==> config.mk <==
export PLATFORM = sky130hd
export DESIGN_NAME = chargen_seq
export DESIGN_NICKNAME = d
export VERILOG_FILES = /design/src/rtl/chargen_seq.sv
export SDC_FILE = /design/constraint.sdc
export NUM_CORES = 1
export LEC_CHECK = 0
export CELL_PAD_IN_SITES_DETAIL_PLACEMENT = 0
export CELL_PAD_IN_SITES_GLOBAL_PLACEMENT = 1
export CORE_MARGIN = 8
export CORE_UTILIZATION = 39
export DETAILED_ROUTE_END_ITERATION = 6
export PLACE_DENSITY_LB_ADDON = 0.1
export SYNTH_ARGS = -nofsm -noshare
export SYNTH_HDL_FRONTEND = slang
export SYNTH_SLANG_ARGS = --single-unit
==> constraint.sdc <==
create_clock -name clk -period 1.69 [get_ports clk]
set_input_delay 0.338 -clock clk [delete_from_list [all_inputs] [get_ports clk]]
set_output_delay 0.338 -clock clk [all_outputs]
set_load 0.02 [all_outputs]
==> src/rtl/chargen_seq.sv <==
// Character-generator sequencer: fixed-length rotating printable ASCII lines terminated by CR LF.
// Latency: 1 cycle from en_n sampled low in IDLE to the first byte offer; back-to-back bytes with no bubbles.
// Backpressure: ready_n high holds valid_n, data and state; en_n only acts in IDLE and on the LF transfer edge.
module chargen_seq #(
    parameter int         LINE_LEN = 72,
    parameter logic [7:0] FIRST    = 8'h20,
    parameter logic [7:0] LAST     = 8'h7E
) (
    input  logic        clk,
    input  logic        n_rst,
    input  logic        en_n,
    output logic        valid_n,
    input  logic        ready_n,
    output logic [7:0]  data,
    output logic        busy_n,
    output logic [15:0] line_no
);

    localparam logic [1:0] S_IDLE = 2'd0;
    localparam logic [1:0] S_CHAR = 2'd1;
    localparam logic [1:0] S_CR   = 2'd2;
    localparam logic [1:0] S_LF   = 2'd3;

    localparam logic [7:0] COL_LAST = 8'(LINE_LEN - 1);

    logic [1:0]  state, state_nx;
    logic [7:0]  col, col_nx;
    logic [7:0]  cur, cur_nx;
    logic [7:0]  start, start_nx;
    logic [15:0] line_nx;
    logic [7:0]  data_nx;
    logic        xfer;

    function automatic logic [7:0] rot(input logic [7:0] x);
        return (x == LAST) ? FIRST : x + 8'd1;
    endfunction

    assign xfer = !valid_n && !ready_n;

    always_comb begin
        state_nx = state;
        col_nx   = col;
        cur_nx   = cur;
        start_nx = start;
        line_nx  = line_no;
        case (state)
            S_IDLE: begin
                if (!en_n) begin
                    state_nx = S_CHAR;
                    cur_nx   = start;
                    col_nx   = 8'd0;
                end
            end
            S_CHAR: begin
                if (xfer) begin
                    if (col == COL_LAST) begin
                        state_nx = S_CR;
                    end else begin
                        cur_nx = rot(cur);
                        col_nx = col + 8'd1;
                    end
                end
            end
            S_CR: begin
                if (xfer) state_nx = S_LF;
            end
            default: begin
                if (xfer) begin
                    start_nx = rot(start);
                    line_nx  = line_no + 16'd1;
                    // Continuing straight into the next line keeps the stream bubble-free.
                    if (!en_n) begin
                        state_nx = S_CHAR;
                        cur_nx   = rot(start);
                        col_nx   = 8'd0;
                    end else begin
                        state_nx = S_IDLE;
                    end
                end
            end
        endcase
    end

    always_comb begin
        case (state_nx)
            S_CR:    data_nx = 8'h0D;
            S_LF:    data_nx = 8'h0A;
            default: data_nx = cur_nx;
        endcase
    end

    // Outputs are registered from next-state values so the new byte appears on the transfer edge.
    always_ff @(posedge clk) begin
        if (!n_rst) begin
            state   <= S_IDLE;
            col     <= 8'd0;
            cur     <= FIRST;
            start   <= FIRST;
            line_no <= 16'd0;
            data    <= FIRST;
            valid_n <= 1'b1;
            busy_n  <= 1'b1;
        end else begin
            state   <= state_nx;
            col     <= col_nx;
            cur     <= cur_nx;
            start   <= start_nx;
            line_no <= line_nx;
            data    <= data_nx;
            valid_n <= (state_nx == S_IDLE);
            busy_n  <= (state_nx == S_IDLE);
        end
    end

endmodule

==> flow_metrics.py <==
metrics = {
    "finish": {
        "layout.nets": 454,
        "drive_above_1_share_pct": 34.4,
        "multi_input_area_sq_um": 1900,
        "final_cell_mix": "86 x buf_4, 41 x dfxtp_1, 38 x nor2_1",
        "n_fill_cell": 680,
        "areaGrowthSynthToFinish_pct": 45.8,
        "final_cells": 544,
        "regArea_sq_um": 1040,
        "insertedDiodeCount": 0,
        "final_common_cell": "buf_4",
    },
    "synth": {
        "synth_edf_count": 0,
        "postSynthAreaPerCell_sq_um": 8.47,
        "yosysWarningCount": 0,
        "synth_seq_cells": 51,
        "synthDistinctLibCells": 55,
        "syn-instance-count": 337,
        "synth_nets": 347,
        "synth_top_flop_cell": "dfxtp_1",
        "synth_area_sq_um": 2850,
        "async_flop_share_pct": 0,
        "yosysSeqAreaShare_pct": 35.8,
    },
    "worst_hold_path": {
        "hp-class": "reg2reg",
        "whs_path_depth": 2,
    },
    "sta": {
        "final_hold_viol_count": 0,
        "max_slew_margin_pct": 66.6,
        "finalCriticalPeriod_ns": 1.73,
        "setup_viol_count_final": 4,
        "max_freq_ghz": 0.578,
        "finClkSkew_ns": 0.0152,
        "fin_ws_ns": -0.0403,
        "post-route-period-util_pct": 102,
        "final-max-slew-violation-count": 0,
        "rsz0062_at_grt": "yes",
        "worst_pin_slew_ns": 0.500,
    },
    "drt": {
        "vias": 2901,
        "dr.pass1.iters": 4,
        "wl_microns": 8590,
        "m1WireLength_microns": 3990,
        "wl_per_cell_microns": 15.8,
        "ant_nets": 0,
        "drc_errors": 0,
        "met3_wirelength_microns": 435,
        "avgViaCountPerCell": 5.33,
        "dr_wl_met2_microns": 3980,
        "top_layer_used": "met4",
        "drt_iter0_drc": 173,
    },
    "worst_setup_path": {
        "path_class": "reg2reg",
        "rrSetupSlack_ns": -0.04,
        "critPathMaxFanout": 4,
        "endpoint_kind": "flop",
        "crit_end": "data[0]",
        "r2r_end": "data[0]",
        "cp.arrival_ns": 1.99,
        "rr_worst_depth": 8,
        "critPathRequiredTime_ns": 1.95,
        "worstSetupStartpointType": "flop",
        "r2r_start": "start[0]",
        "crit_path_start": "start[0]",
    },
    "floorplanning": {
        "fp.dieW_microns": 102,
        "die_h_microns": 102,
        "core_sq_um": 7180,
        "fp.dieArea_sq_um": 10300,
        "start_util_pct": 39.8,
        "io_pins": 30,
        "num_rows": 31,
    },
    "grt": {
        "grt_antenna_before_repair": 0,
        "grt_overflow": 0,
        "grt_pass1_vias": 2766,
        "grt_max_degree": 22,
        "grt.total_usage_pct": 17.0,
        "grt_pass1_wl_microns": 13900,
    },
    "run_status": {
        "status": "finished with violations",
        "violations": "negative setup slack",
    },
    "cts": {
        "cts_tree": "built",
        "clk_pin_slew_ns": 0.11,
        "clk_latency_ns": 0.32,
        "clock_sinks": 51,
        "cts_buffers": 5,
        "cts-root-buf": "clkbuf_8",
        "h-tree-depth": 2,
        "clock_path_buffers": 2,
    },
    "place": {
        "hpwl_microns": 6310,
        "gp_congestion": 0.879,
        "dpl.cell_count": 528,
        "place.port_buffers": 29,
    },
    "pwr": {
        "powerDensity_nw_per_um2": 582,
        "p_total_mw": 2.42,
        "p_leak_nw": 1.75,
        "vdd_drop_max_mv": 0.349,
    },
    "flow_run": {
        "maxCapViolations": 0,
    },
}
report_power, final:
group	leakage (nW)	total [mW]	switching, mW	internal (mW)
Clock	0.0618	0.940	0.452	0.488
Sequential	0.417	1.23	0.0117	1.22
Combinational	1.27	0.254	0.136	0.117
Total	1.75	2.42	0.600	1.82
layout make-up:
type	count	area share [%]
tap	99	2.98
clock inverter	2	0.932
inverter	9	0.812
clock buffer	6	1.98
sequential	51	24.9
timing repair buffer	116	22.8
multi-input combinational	261	45.6
metal layers:
| layer | vias up | GRT usage [%] |
|---|---|---|
| li1 | 1444 | - |
| met1 | 1367 | 22.5 |
| met2 | 78 | 26.8 |
| met3 | 12 | 2.82 |
| met4 | 0 | 6.53 |
| met5 | - | 0 |
cell usage after synthesis, types with 4 or more instances:
cell | number | area (sq um)
a211oi_1 | 7 | 52.6
a21oi_1 | 25 | 125
a31oi_1 | 5 | 31.3
and2_1 | 4 | 25.0
and3_1 | 4 | 25.0
and4_1 | 7 | 61.3
buf_2 | 4 | 20.0
clkbuf_1 | 5 | 18.8
dfxtp_1 | 51 | 1020
ha_1 | 6 | 75.1
inv_1 | 9 | 33.8
mux2i_1 | 6 | 60.1
nand2_1 | 27 | 101
nand3_1 | 11 | 55.1
nand4_1 | 4 | 25.0
nor2_1 | 40 | 150
nor3_1 | 4 | 20.0
nor3b_1 | 4 | 30.0
o2111ai_1 | 7 | 61.3
o21ai_0 | 18 | 90.1
or2_2 | 4 | 25.0
or3_1 | 5 | 31.3
xnor2_1 | 7 | 61.3
xor2_1 | 19 | 166
metrics by stage:
step                TNS, ns  cell area, sq um  util (%)  setup WS [ns]  hold WS, ns
global route          -1.39              4160      58.0         -0.135        0.558
CTS                 -0.0452              3990      55.6        -0.0253        0.510
detailed placement   -20.63              3820      53.2         -0.627        0.493
global placement     -19.75              3820      53.2         -0.606        0.485
floorplan                 0              2890         -         0.0171        0.459
finish               -0.106              4160      58.0        -0.0403        0.503
state kept, by name (all words and copies together) (netlist names):
signal	count
start	8
state	2
data	8
busy_n	1
col	8
cur	8
line_no	16
critical path, cell delays in order (launching register included):
cell and delay, ns:
dfxtp_2 0.35, inv_2 0.06, ha_4 0.16, nand3b_1 0.16
nor2_4 0.08, buf_6 0.12, o41a_1 0.41, a31oi_1 0.20
o31a_1 0.13
what timing repair did:
action | in CTS | in global routing
hold buffers | 0 | 0
endpoints found under the setup margin | 49 | 35
gates resized for setup | 29 | 35
pin swaps | 8 | 6
setup buffers | 3 | 5
cells by family after synthesis:
kind of cell / share of synthesized area [%]
mux: 2.89
simple gates: 25.5
flops: 35.8
fa+ha+maj: 2.63
buf+inv: 3.90
compound gates: 21.3
xor+xnor: 7.98
worst min-delay path by stage:
stage                  to  slack, ns        from
2_1_floorplan      col[1]       0.46      col[1]
3_3_place_gp   line_no[1]       0.48  line_no[1]
3_5_place_dp   line_no[1]       0.49  line_no[1]
4_1_cts        line_no[1]       0.51  line_no[1]
5_1_grt          start[2]       0.56    start[2]
6_report       line_no[1]       0.50  line_no[1]
Note: power is estimated with default switching activity, not from simulation.
